--- config.mk ---
export PLATFORM = sky130hd
export DESIGN_NAME = uart_tx_arbiter_flat
export DESIGN_NICKNAME = d
export VERILOG_FILES = /design/src/rtl/uart_tx_arbiter_if.sv /design/src/rtl/uart_tx_arbiter.sv /design/src/flat_wrapper.sv
export SDC_FILE = /design/constraint.sdc
export NUM_CORES = 1
export LEC_CHECK = 0
export BUFFER_PORTS_ARGS = -buffer_cell sky130_fd_sc_hd__clkbuf_2
export CAP_MARGIN = 20
export CELL_PAD_IN_SITES_DETAIL_PLACEMENT = 0
export CELL_PAD_IN_SITES_GLOBAL_PLACEMENT = 1
export CORE_MARGIN = 5
export CORE_UTILIZATION = 25
export DETAILED_ROUTE_END_ITERATION = 16
export MAX_ROUTING_LAYER = met4
export PLACE_DENSITY = 0.73
export SLEW_MARGIN = 20
export SYNTH_ARGS = -nofsm -noshare
export SYNTH_HDL_FRONTEND = slang
export SYNTH_SLANG_ARGS = --single-unit
--- constraint.sdc ---
create_clock -name bit_clk -period 1.54 [get_ports bit_clk]
set_input_delay 0.231 -clock bit_clk [delete_from_list [all_inputs] [get_ports bit_clk]]
set_output_delay 0.231 -clock bit_clk [all_outputs]
set_load 0.03 [all_outputs]
--- src/rtl/uart_tx_arbiter_if.sv ---
// Requester handshake plus the launch/done link to the shared UART send logic.
// master = environment (requesters and send logic), slave = arbiter.
interface uart_tx_arbiter_if #(
    parameter int NUM_REQ          = 4,
    parameter int DATA_FRAME_WIDTH = 8
);
    logic [NUM_REQ-1:0]                  req_valid;
    logic [NUM_REQ*DATA_FRAME_WIDTH-1:0] req_data;
    logic [NUM_REQ-1:0]                  req_ready;
    logic                                uart_tx_en;
    logic [0:DATA_FRAME_WIDTH-1]         uart_tx_din;
    logic                                uart_tx_done;

    modport master (
        output req_valid, req_data, uart_tx_done,
        input  req_ready, uart_tx_en, uart_tx_din
    );

    modport slave (
        input  req_valid, req_data, uart_tx_done,
        output req_ready, uart_tx_en, uart_tx_din
    );
endinterface

--- src/rtl/uart_tx_arbiter.sv ---
// Round-robin scheduler sharing one UART send logic among NUM_REQ requesters.
// One frame per grant; launch is tracked through done falling (WAIT_LOW, with
// timeout) and done rising again (WAIT_DONE). All outputs are registered.
module uart_tx_arbiter #(
    parameter int NUM_REQ          = 4,
    parameter int DATA_FRAME_WIDTH = 8,
    parameter int LAUNCH_TIMEOUT   = 16,
    parameter int CNT_WIDTH        = 16,
    localparam int ID_W            = (NUM_REQ > 1) ? $clog2(NUM_REQ) : 1
) (
    input  logic                 bit_clk,
    input  logic                 reset_n,
    uart_tx_arbiter_if.slave     bus,
    output logic                 busy,
    output logic [ID_W-1:0]      grant_id,
    output logic                 sent_pulse,
    output logic [ID_W-1:0]      sent_id,
    output logic                 launch_err,
    output logic [CNT_WIDTH-1:0] frame_cnt
);
    localparam int TW = $clog2(LAUNCH_TIMEOUT);

    typedef enum logic [1:0] {IDLE, ISSUE, WAIT_LOW, WAIT_DONE} state_t;

    state_t                      state, state_n;
    logic [TW-1:0]               timer, timer_n;
    logic [ID_W-1:0]             rr_ptr, rr_n;
    logic [ID_W-1:0]             pick;
    logic                        pick_vld;
    logic                        en_n, busy_n, sent_pulse_n, err_n;
    logic [NUM_REQ-1:0]          ready_n;
    logic [0:DATA_FRAME_WIDTH-1] din_n;
    logic [ID_W-1:0]             grant_n, sent_id_n;
    logic [CNT_WIDTH-1:0]        cnt_n;

    // First pending requester at or after rr_ptr, wrapping around.
    always_comb begin
        pick_vld = 1'b0;
        pick     = '0;
        for (int i = 0; i < NUM_REQ; i++) begin
            if (!pick_vld && bus.req_valid[(int'(rr_ptr) + i) % NUM_REQ]) begin
                pick_vld = 1'b1;
                pick     = ID_W'((int'(rr_ptr) + i) % NUM_REQ);
            end
        end
    end

    // Next state and next values of every registered output.
    always_comb begin
        state_n      = state;
        timer_n      = timer;
        rr_n         = rr_ptr;
        en_n         = 1'b0;
        ready_n      = '0;
        din_n        = bus.uart_tx_din;
        grant_n      = grant_id;
        sent_pulse_n = 1'b0;
        sent_id_n    = sent_id;
        err_n        = 1'b0;
        cnt_n        = frame_cnt;
        case (state)
            IDLE: begin
                // Only grant when the send logic is idle.
                if (bus.uart_tx_done && pick_vld) begin
                    state_n = ISSUE;
                    en_n    = 1'b1;
                    ready_n = NUM_REQ'(1) << pick;
                    din_n   = bus.req_data[int'(pick)*DATA_FRAME_WIDTH +: DATA_FRAME_WIDTH];
                    grant_n = pick;
                    rr_n    = ID_W'((int'(pick) + 1) % NUM_REQ);
                end
            end
            ISSUE: begin
                state_n = WAIT_LOW;
                timer_n = '0;
            end
            WAIT_LOW: begin
                if (!bus.uart_tx_done) begin
                    state_n = WAIT_DONE;
                end else if (timer == TW'(LAUNCH_TIMEOUT - 1)) begin
                    // Send logic never picked the frame up; give up on it.
                    err_n   = 1'b1;
                    state_n = IDLE;
                end else begin
                    timer_n = timer + TW'(1);
                end
            end
            WAIT_DONE: begin
                if (bus.uart_tx_done) begin
                    sent_pulse_n = 1'b1;
                    sent_id_n    = grant_id;
                    cnt_n        = frame_cnt + CNT_WIDTH'(1);
                    state_n      = IDLE;
                end
            end
            default: state_n = IDLE;
        endcase
        busy_n = (state_n != IDLE);
    end

    // State and output registers; reset abandons any frame in flight.
    always_ff @(posedge bit_clk) begin
        if (!reset_n) begin
            state           <= IDLE;
            timer           <= '0;
            rr_ptr          <= '0;
            bus.uart_tx_en  <= 1'b0;
            bus.req_ready   <= '0;
            bus.uart_tx_din <= '0;
            grant_id        <= '0;
            busy            <= 1'b0;
            sent_pulse      <= 1'b0;
            sent_id         <= '0;
            launch_err      <= 1'b0;
            frame_cnt       <= '0;
        end else begin
            state           <= state_n;
            timer           <= timer_n;
            rr_ptr          <= rr_n;
            bus.uart_tx_en  <= en_n;
            bus.req_ready   <= ready_n;
            bus.uart_tx_din <= din_n;
            grant_id        <= grant_n;
            busy            <= busy_n;
            sent_pulse      <= sent_pulse_n;
            sent_id         <= sent_id_n;
            launch_err      <= err_n;
            frame_cnt       <= cnt_n;
        end
    end
endmodule

--- src/flat_wrapper.sv ---
// flat-port wrapper written by rule: the top's interface ports become plain ports
module uart_tx_arbiter_flat 
#(
    parameter int NUM_REQ          = 4,
    parameter int DATA_FRAME_WIDTH = 8,
    parameter int LAUNCH_TIMEOUT   = 16,
    parameter int CNT_WIDTH        = 16,
    localparam int ID_W            = (NUM_REQ > 1) ? $clog2(NUM_REQ) : 1
)
  (bit_clk, reset_n, busy, grant_id, sent_pulse, sent_id, launch_err, frame_cnt, bus_req_valid, bus_req_data, bus_uart_tx_done, bus_req_ready, bus_uart_tx_en, bus_uart_tx_din);
  uart_tx_arbiter_if #(.NUM_REQ(NUM_REQ), .DATA_FRAME_WIDTH(DATA_FRAME_WIDTH)) bus_i ();
  input  logic bit_clk;
  input  logic reset_n;
  output logic busy;
  output logic [ID_W-1:0] grant_id;
  output logic sent_pulse;
  output logic [ID_W-1:0] sent_id;
  output logic launch_err;
  output logic [CNT_WIDTH-1:0] frame_cnt;
  input wire logic [$bits(bus_i.req_valid)-1:0] bus_req_valid;
  input wire logic [$bits(bus_i.req_data)-1:0] bus_req_data;
  input wire logic [$bits(bus_i.uart_tx_done)-1:0] bus_uart_tx_done;
  output wire logic [$bits(bus_i.req_ready)-1:0] bus_req_ready;
  output wire logic [$bits(bus_i.uart_tx_en)-1:0] bus_uart_tx_en;
  output wire logic [$bits(bus_i.uart_tx_din)-1:0] bus_uart_tx_din;
  assign bus_i.req_valid = bus_req_valid;
  assign bus_i.req_data = bus_req_data;
  assign bus_i.uart_tx_done = bus_uart_tx_done;
  assign bus_req_ready = bus_i.req_ready;
  assign bus_uart_tx_en = bus_i.uart_tx_en;
  assign bus_uart_tx_din = bus_i.uart_tx_din;
  uart_tx_arbiter #(.NUM_REQ(NUM_REQ), .DATA_FRAME_WIDTH(DATA_FRAME_WIDTH), .LAUNCH_TIMEOUT(LAUNCH_TIMEOUT), .CNT_WIDTH(CNT_WIDTH)) u_core (.bit_clk(bit_clk), .reset_n(reset_n), .bus(bus_i), .busy(busy), .grant_id(grant_id), .sent_pulse(sent_pulse), .sent_id(sent_id), .launch_err(launch_err), .frame_cnt(frame_cnt));
endmodule
* Yosys cells after proc, flatten, opt, wreduce, memory -nomap -nowiden
Index checks and enable logic that the tools add are counted.
** Cells by class
- Multiplexer cells :: 30
- $add $sub $neg :: 6
- Bitwise gates (word level) :: 3
- Equality and inequality tests :: 6
- $mul :: 0
- $lt $le $gt $ge :: 4
- Divide/modulo/power cells :: 0
- Shifts and indexed selects :: 2
- Reductions and logical operators :: 20
** Operator list (count)
- variable part select 32 x 6 -> 8 bit :: 1
- adder 16 x 1 -> 16 bit (second input constant) :: 1
- two-way mux 2 bit :: 8
- two-way mux 1 bit :: 14
- less-than comparator 3 x 4 -> 1 bit (second input constant) :: 3
- AND reduction 3 bit :: 3
- binary-select mux 1 bit (select 2 bit) :: 4
- two-way mux 4 bit :: 2
- one-hot mux 2 bit (4 select lines) :: 1
- one-hot mux 4 bit (2 select lines) :: 1
- AND reduction 2 bit :: 4
- OR reduction 2 bit :: 3
- adder 2 x 1 -> 2 bit (second input constant) :: 2
- adder 2 bit (second input constant) :: 2
- adder 4 x 1 -> 4 bit (second input constant) :: 1
- == test 2 bit (second input constant) :: 2
- == test 4 bit (second input constant) :: 1
- logical AND 1 bit :: 4
- inequality test 2 bit (second input constant) :: 2
- nonzero test 2 bit :: 2
- left shift 1 x 2 -> 4 bit (first input constant) :: 1
- AND 1 bit (first input constant) :: 3
- logical NOT 1 bit :: 3
- less-than comparator 2 x 3 -> 1 bit (second input constant) :: 1
- other kinds (2) :: 2
** Storage, ports and cells
- Bits of input ports :: 39
- Latch bits :: 0
- Word-level logic and storage cells :: 83
- Bits in writable memories :: 0
- Bits in read-only memories :: 0
- Memories :: 0
- Register bits :: 44
- Output and inout bits :: 36

* Longest topological paths before layout
Gate-level depths: netlist of the first run.
- Depth after elaboration :: 18
- Depth in mapped cells :: 7
- Depth with buffers taken out :: 6

* Least setup slack after synthesis of the first run
No wires, ideal clock.
- Kind :: register to register
- Start :: register u_core.frame_cnt[3]
- End :: register u_core.frame_cnt[15]
- Required time :: 1470 ps
- Buffers on the path :: 0
- Library setup time :: 70 ps
- Period minus slack after synthesis :: 1758 ps
- Slack :: -218 ps
- Data arrival time :: 1687 ps
- Cell stages (with the launch flop) :: 6
- Path through :: dfxtp_1 > and4_1 > and4_1 > nand3_1 > or3_1 > a21oi_1
** Between the ends
- Cells in the longest elaborated chain, start to end :: 1
** Ends and longest elaborated chain
- start, declared :: line uart_tx_arbiter.sv:19 : output logic [CNT_WIDTH-1:0] frame_cnt
- start signal, assigned :: line uart_tx_arbiter.sv:128 : frame_cnt <= cnt_n;
- adder 16 x 1 -> 16 bit :: line uart_tx_arbiter.sv:92 : cnt_n = frame_cnt + CNT_WIDTH'(1);
Every way passes these cells.
A chain may end at the register's enable or synchronous reset.

* Worst setup path after layout of the first run
- Start :: register u_core.rr_ptr[1]
- End :: register u_core.bus.uart_tx_din[7]
** Between the ends
- Cells in the longest elaborated chain, start to end :: 14
- Elaborated cells on any way between the ends :: 31
- Those cells by class :: 3 x add/sub; 1 x shift; 19 x mux; 8 x reduce/logical
** Ends and longest elaborated chain
- start, declared :: line uart_tx_arbiter.sv:27 : logic [ID_W-1:0] rr_ptr, rr_n;
- start signal, assigned :: line uart_tx_arbiter.sv:119 : rr_ptr <= rr_n;
- branches (longest 14 deep; another with adder 2 x 1 -> 2 bit)
- end signal, assigned :: line uart_tx_arbiter.sv:122 : bus.uart_tx_din <= din_n;
- end, declared :: line uart_tx_arbiter_if.sv:21 : output req_ready, uart_tx_en, uart_tx_din
Parallel ways; which one is timed is not known. The select of a mux whose other input is x is not followed.

==> results_dict.tcl, run 1 <==
set metrics [dict create \
    io_pins 75 \
    clock-sinks 44 \
    drtPass1Iterations 4 \
    cts_setup_buffers 0 \
    fmax_mhz 672 \
    fin_nets 352 \
    fp.dieArea_mm2 0.00980 \
    maxSlewHeadroom_pct 78.1 \
    start_util_pct 25.6 \
    synth_top_family_by_area "simple AND/OR/NAND/NOR gates" \
    synth-edff-count 0 \
    synth_top_cell_by_area "dfxtp_1" \
    grt.total_usage_pct 11.0 \
    hold_viol 0 \
    clockRootBuffer "clkbuf_8" \
    min_period_ns 1.49 \
    synth_top_area_share_pct 44.5 \
    antenna_found_initial 0 \
    synth_mux_area_share_pct 11.6 \
    critical-path-max-stage-delay_ns 0.37 \
    route.met3.wl_um 296 \
    cp_slowest_cell "dfxtp_2" \
    die_y_um 99.0 \
    num_vias 1893 \
    clk_pin_slew_worst_paths_ns 0.08 \
    yosys_most_used_dff "dfxtp_1" \
    synth_fa_ha_area_share_pct 1.26 \
    post-dp-hpwl_um 4020 \
    cts_hold_buf 0 \
    synth-simple-area-share_pct 19.7 \
    ant_nets 0 \
    top_layer "met4" \
    tightest_slew_ns 0.327 \
    finalSetupViolations 0 \
    crit_arrival_ns 1.70 \
    grt_max_degree 17 \
    critPathCaptureType "register" \
    grt_pass1_vias 1933 \
    required_ns 1.75 \
    vias_per_cell 4.57 \
    ys_types 34 \
    slew_viol_final 0 \
    synth_compound_area_share_pct 12.3 \
    period_share_pct 96.6 \
    h-tree-depth 2 \
    cts_tree "yes" \
    synthXorXnorAreaFrac_pct 6.19 \
    cts_buffer_depth 2 \
    overflow 0 \
    syn-num-nets 260 \
    cp-start-kind "register" \
    area_delta_synth_final_pct 41.8 \
    irDropWorstVdd_mv 0.267 \
    place_congestion 0.761 \
    syn_inst 219 \
    leakagePower_uw 0.00123 \
    clkLatencyLatePin_ns 0.29 \
    reg2reg_slack_ns 0.05 \
    synthArstFlopShare_pct 0 \
    finClkSkew_ns 0.0121 \
    wl_um 5310 \
    fin_ws_ns 0.0519 \
    rows 32 \
    utilization_pct 36.4 \
    first_iter_violations 39 \
    grt_setup_unrepaired "true" \
    tns_ns 0 \
    synth_area_leaders "dfxtp_1, mux2i_1, nor2_1" \
    cap_viol_max_count 0 \
    path_class "register to register" \
    core_mm2 0.00773 \
    hold_path_class "input pin to register" \
    drive_gt1_share_pct 40.4 \
    diodes 0 \
    drt-met1-wl_um 2400 \
    worstPathMaxFanout 10 \
    synth.most_common_cell "dfxtp_1" \
    yosysSeqAreaShare_pct 44.5 \
    portBuffers 74 \
    status "finished clean" \
    power.density_mw_per_mm2 879 \
    syn_avg_cell_area_um2 9.04 \
    dr_wl_met2_um 2570 \
    critical_path.cell_chain "mux2i_1, nor2_1, a311oi_2, nand2_1, buf_12, o221ai_1" \
    syn_area_mm2 0.00198 \
    pre_cts_slack_ns -0.0538 \
    drc_errors 0 \
    wl_per_cell_um 12.8 \
    grt_pass1_wl_um 8670 \
    cts_made_buffers 5 \
    ys_ff_latch 44 \
    p_total_uw 2470 \
    ys_top_cells_by_count "dfxtp_1, nor2_1, mux2i_1" \
    synth.yosys.warnings 0 \
    die_w_um 99.0 \
]
## critical path: cells and delay by family (launching register included)
kind                   cells  cell delay [ns]
AOI/OAI and AO/OA          2             0.44
buffers and inverters      1             0.16
DFF                        1             0.37
muxes                      1             0.22
and+or+nand+nor            2             0.22
## final timing paths
check | from | endpoint | cells past startpoint
worst max-delay path | u_core.rr_ptr[1] | u_core.bus.uart_tx_din[7] | 6
worst max register to register | u_core.rr_ptr[1] | u_core.bus.uart_tx_din[7] | 6
worst min-delay path | reset_n | u_core.bus.uart_tx_en | 3
worst min register to register | u_core.state[0] | u_core.launch_err | 1
## where the power goes
group          leakage (uW)  switching (uW)  internal (uW)  total [uW]
Combinational      0.000823             303            252         555
Clock             0.0000422             373            319         692
Sequential         0.000362            35.7           1190        1220
## area by class of cell
type	instances	area [um2]
Clock buffer	7	76.3
Fill cell	819	4920
Timing Repair Buffer	99	616
Inverter	6	22.5
Sequential cell	44	900
Tap cell	102	128
Multi-Input combinational cell	155	1060
Clock inverter	1	5.00
## layer usage
| metal | global-route usage, % | up-vias |
|---|---|---|
| met3 | 3.26 | 6 |
| met1 | 13.3 | 858 |
| li1 | - | 968 |
| met5 | - | - |
| met2 | 18.2 | 61 |
| met4 | 2.52 | 0 |
## registers in the layout, summed over array words and instances (netlist names), 2 cells and up
| name | flops |
|---|---|
| u_core.bus.uart_tx_din | 8 |
| u_core.frame_cnt | 16 |
| u_core.timer | 4 |
| u_core.state | 2 |
| u_core.rr_ptr | 2 |
| u_core.sent_id | 2 |
| u_core.grant_id | 2 |
| u_core.bus.req_ready | 4 |
## through the flow
stage / area, um2 / std cells / hold WS (ns)
after CTS: 2780 / 414 / 0.204
final: 2810 / 414 / 0.218
after floorplan: 2010 / 219 / 0.379
after global routing: 2810 / 414 / 0.234
after global placement: 2660 / 405 / 0.463
after detailed placement: 2660 / 405 / 0.462
## timing repair
| action | CTS | global route |
|---|---|---|
| pin swaps | 2 | 1 |
| gates resized for setup | 3 | 11 |
| cloned | 1 | 0 |
| endpoints found under the setup margin | 4 | 11 |
## cell usage in the layout (no fill, tap or decap), drive strengths merged
cell / Yosys / layout
o21bai: 1 / 1
clkinv: 0 / 1
a21oi: 11 / 11
nand2b: 3 / 3
o21ai: 4 / 4
and3: 4 / 4
xnor2: 3 / 3
or3: 1 / 1
o311ai: 1 / 1
and4: 3 / 3
clkbuf: 10 / 81
a311oi: 1 / 1
ha: 2 / 2
nand4: 7 / 7
nor4: 2 / 2
nor2: 28 / 28
o22ai: 1 / 1
nor3: 2 / 2
o21a: 1 / 1
dfxtp: 44 / 44
o311a: 1 / 1
xor2: 11 / 11
a41oi: 1 / 1
inv: 6 / 6
buf: 4 / 25
a22oi: 2 / 2
nand3: 14 / 14
o221ai: 8 / 8
o2bb2a: 1 / 1
mux2i: 23 / 23
or2: 2 / 2
a32oi: 1 / 1
nand2: 16 / 16
## logic make-up after synthesis
| family | Yosys count |
|---|---|
| compound gates | 34 |
| xor+xnor | 14 |
| fa+ha+maj | 2 |
| buf+inv | 20 |
| flops | 44 |
| mux | 23 |
| simple gates | 82 |
Power figures use the tool's default switching activity.
==> run 2: changes to the inputs <==
Settings changed: CORE_MARGIN 5 to 4, SETUP_SLACK_MARGIN from default to 0.15.
==> run 2 against run 1 <==
Effect of this change: clock skew is 0.0035 ns lower; first-iteration DRC count rose by 10%; sequential power about the same; clock power grew 25%; count of clock-buffer cells in the layout is 1 lower; flip-flop and latch count stayed put; combinational power up 19%; final cell count grew 1.9%; via count up 1.5%; die area is 4.0% lower; core utilization increased by 4.1 points.
==> results_dict.tcl, run 2 (same netlist as run 1, synthesis figures left out) <==
set metrics [dict create \
    r2r-end "u_core.rr_ptr[1]" \
    cap_viol_max_count 0 \
    post-dp-hpwl_um 3790 \
    cts_tree "yes" \
    grt_max_degree 18 \
    fin_nets 360 \
    largest_register "u_core.frame_cnt" \
    grt_setup_unrepaired "true" \
    ff2ff_path_depth 8 \
    num_vias 1922 \
    r2r-start "u_core.rr_ptr[1]" \
    dp_cells 400 \
    cts_hold_buf 0 \
    drc_errors 0 \
    cts_buffer_depth 2 \
    overflow 0 \
    h-tree-depth 2 \
    die_y_um 97.0 \
    required_ns 1.72 \
    p_total_uw 2750 \
    critical-path-max-stage-delay_ns 0.38 \
    clockRootBuffer "clkbuf_8" \
    layout.cells.non_filler 422 \
    final_common_cell "clkbuf_2" \
    status "finished clean" \
    largestRegisters "u_core.frame_cnt (16), u_core.bus.uart_tx_din (8)" \
    crit_arrival_ns 1.66 \
    largest_reg_flops 16 \
    area_delta_synth_final_pct 57.7 \
    wl_per_cell_um 12.8 \
    wl_um 5400 \
    ant_nets 0 \
    portBuffers 74 \
    path_class "register to register" \
    final_cell_mix "clkbuf_2, dfxtp_1, buf_4" \
    grt_pass1_wl_um 9050 \
    critPathCaptureType "register" \
    diodes 0 \
    fmax_mhz 672 \
    period_share_pct 96.6 \
    maxSlewHeadroom_pct 79.4 \
    grt.total_usage_pct 11.8 \
    cp-start-kind "register" \
    clk_pin_slew_worst_paths_ns 0.08 \
    drive_gt1_share_pct 52.2 \
    fp.dieArea_mm2 0.00941 \
    rows 32 \
    min_period_ns 1.49 \
    io_pins 75 \
    finClkSkew_ns 0.00854 \
    leakagePower_uw 0.00130 \
    hold_viol 0 \
    core_mm2 0.00773 \
    antenna_found_initial 0 \
    drtPass1Iterations 4 \
    min_path_cells 3 \
    grt_pass1_vias 1914 \
    hold_path_class "input pin to register" \
    irDropWorstVdd_mv 0.444 \
    reg2reg_slack_ns 0.05 \
    finalSetupViolations 0 \
    clock-sinks 44 \
    slew_viol_final 0 \
    start_util_pct 25.6 \
    vias_per_cell 4.55 \
    cp_slowest_cell "dfxtp_4" \
    power.density_mw_per_mm2 879 \
    critical_path.cell_chain "mux2i_1, nor2_1, a311oi_2, buf_4, buf_6, buf_6, xnor2_1, a21oi_1" \
    min-delay-start "bus_req_data[27]" \
    worstPathMaxFanout 4 \
    first_iter_violations 43 \
    min_to "u_core.bus.uart_tx_din[4]" \
    clkLatencyLatePin_ns 0.29 \
    crit_top_cell "buf_6" \
    cts_made_buffers 5 \
    place_congestion 0.720 \
    tightest_slew_ns 0.308 \
    die_w_um 97.0 \
]
==> run 2: cell count changes in the layout (fill, tap and decap cells not counted), sizes merged <==
cell | before | now
clkbuf | 81 | 80
bufinv | 0 | 1
buf | 25 | 33
==> run 2: worst max-delay path: cells and delay by family, from the launching register on <==
kind | cells | cell delay [ns]
AOI/OAI and AO/OA | 2 | 0.25
xor gates and xnor gates | 1 | 0.11
buffers and inverters | 3 | 0.38
DFF | 1 | 0.38
muxes | 1 | 0.20
and+or+nand+nor | 1 | 0.07
==> run 2: layer usage <==
layer / part of all wire [%] / vias up / global-route usage [%]
li1: - / 981 / -
met1: 44 / 878 / 14.7
met2: 48 / 59 / 18.9
met3: 6.9 / 4 / 3.46
met4: 0.63 / 0 / 2.59
met5: 0 / - / -
==> run 2: worst max path at each step <==
stage	startpoint	to	slack, ns	cells after the start
2_1_floorplan	u_core.state[1]	u_core.frame_cnt[15]	0.04	7
6_report	u_core.rr_ptr[1]	u_core.rr_ptr[1]	0.05	8
3_5_place_dp	bus_req_valid[2]	u_core.bus.uart_tx_din[3]	-0.09	6
3_3_place_gp	bus_req_valid[2]	u_core.busy	-0.04	6
5_1_grt	u_core.rr_ptr[1]	u_core.rr_ptr[1]	-0.05	8
4_1_cts	u_core.rr_ptr[1]	u_core.rr_ptr[1]	0.06	8
==> run 2: layout make-up <==
type                       instances  area [um2]
sequential                        44         910
multi-input combinational        155        1260
clock buffer                       6        72.6
clock inverter                     2        35.0
fill                             771        4600
timing repair buffer             107         698
inverter                           6        22.5
tap                              102         128
==> run 2: repair_timing <==
| action | 4_1_cts | 5_1_grt |
|---|---|---|
| setup endpoints to repair | 20 | 26 |
| cloned | 2 | 0 |
| resized for setup | 35 | 20 |
| setup buffers | 6 | 6 |
| endpoints found under the hold margin | 0 | 0 |
| pin swaps | 6 | 14 |
==> run 2: power breakdown <==
group	internal (uW)	switching [uW]
Combinational	308	354
Clock	482	381
Sequential	1190	37.0
Total	1980	771
==> run 2: per-stage QoR <==
| step | area (um2) | hold WS [ns] | util (%) | TNS (ns) | setup slack (ns) |
|---|---|---|---|---|---|
| after floorplan | 2060 | 0.379 | - | 0 | 0.0389 |
| after global placement | 2640 | 0.461 | 34.2 | -0.138 | -0.0359 |
| after detailed placement | 2640 | 0.461 | 34.2 | -0.627 | -0.0949 |
| after CTS | 2990 | 0.230 | 38.7 | 0 | 0.0628 |
| after global routing | 3120 | 0.250 | 40.4 | -0.0918 | -0.0499 |
| final | 3120 | 0.236 | 40.4 | 0 | 0.0527 |
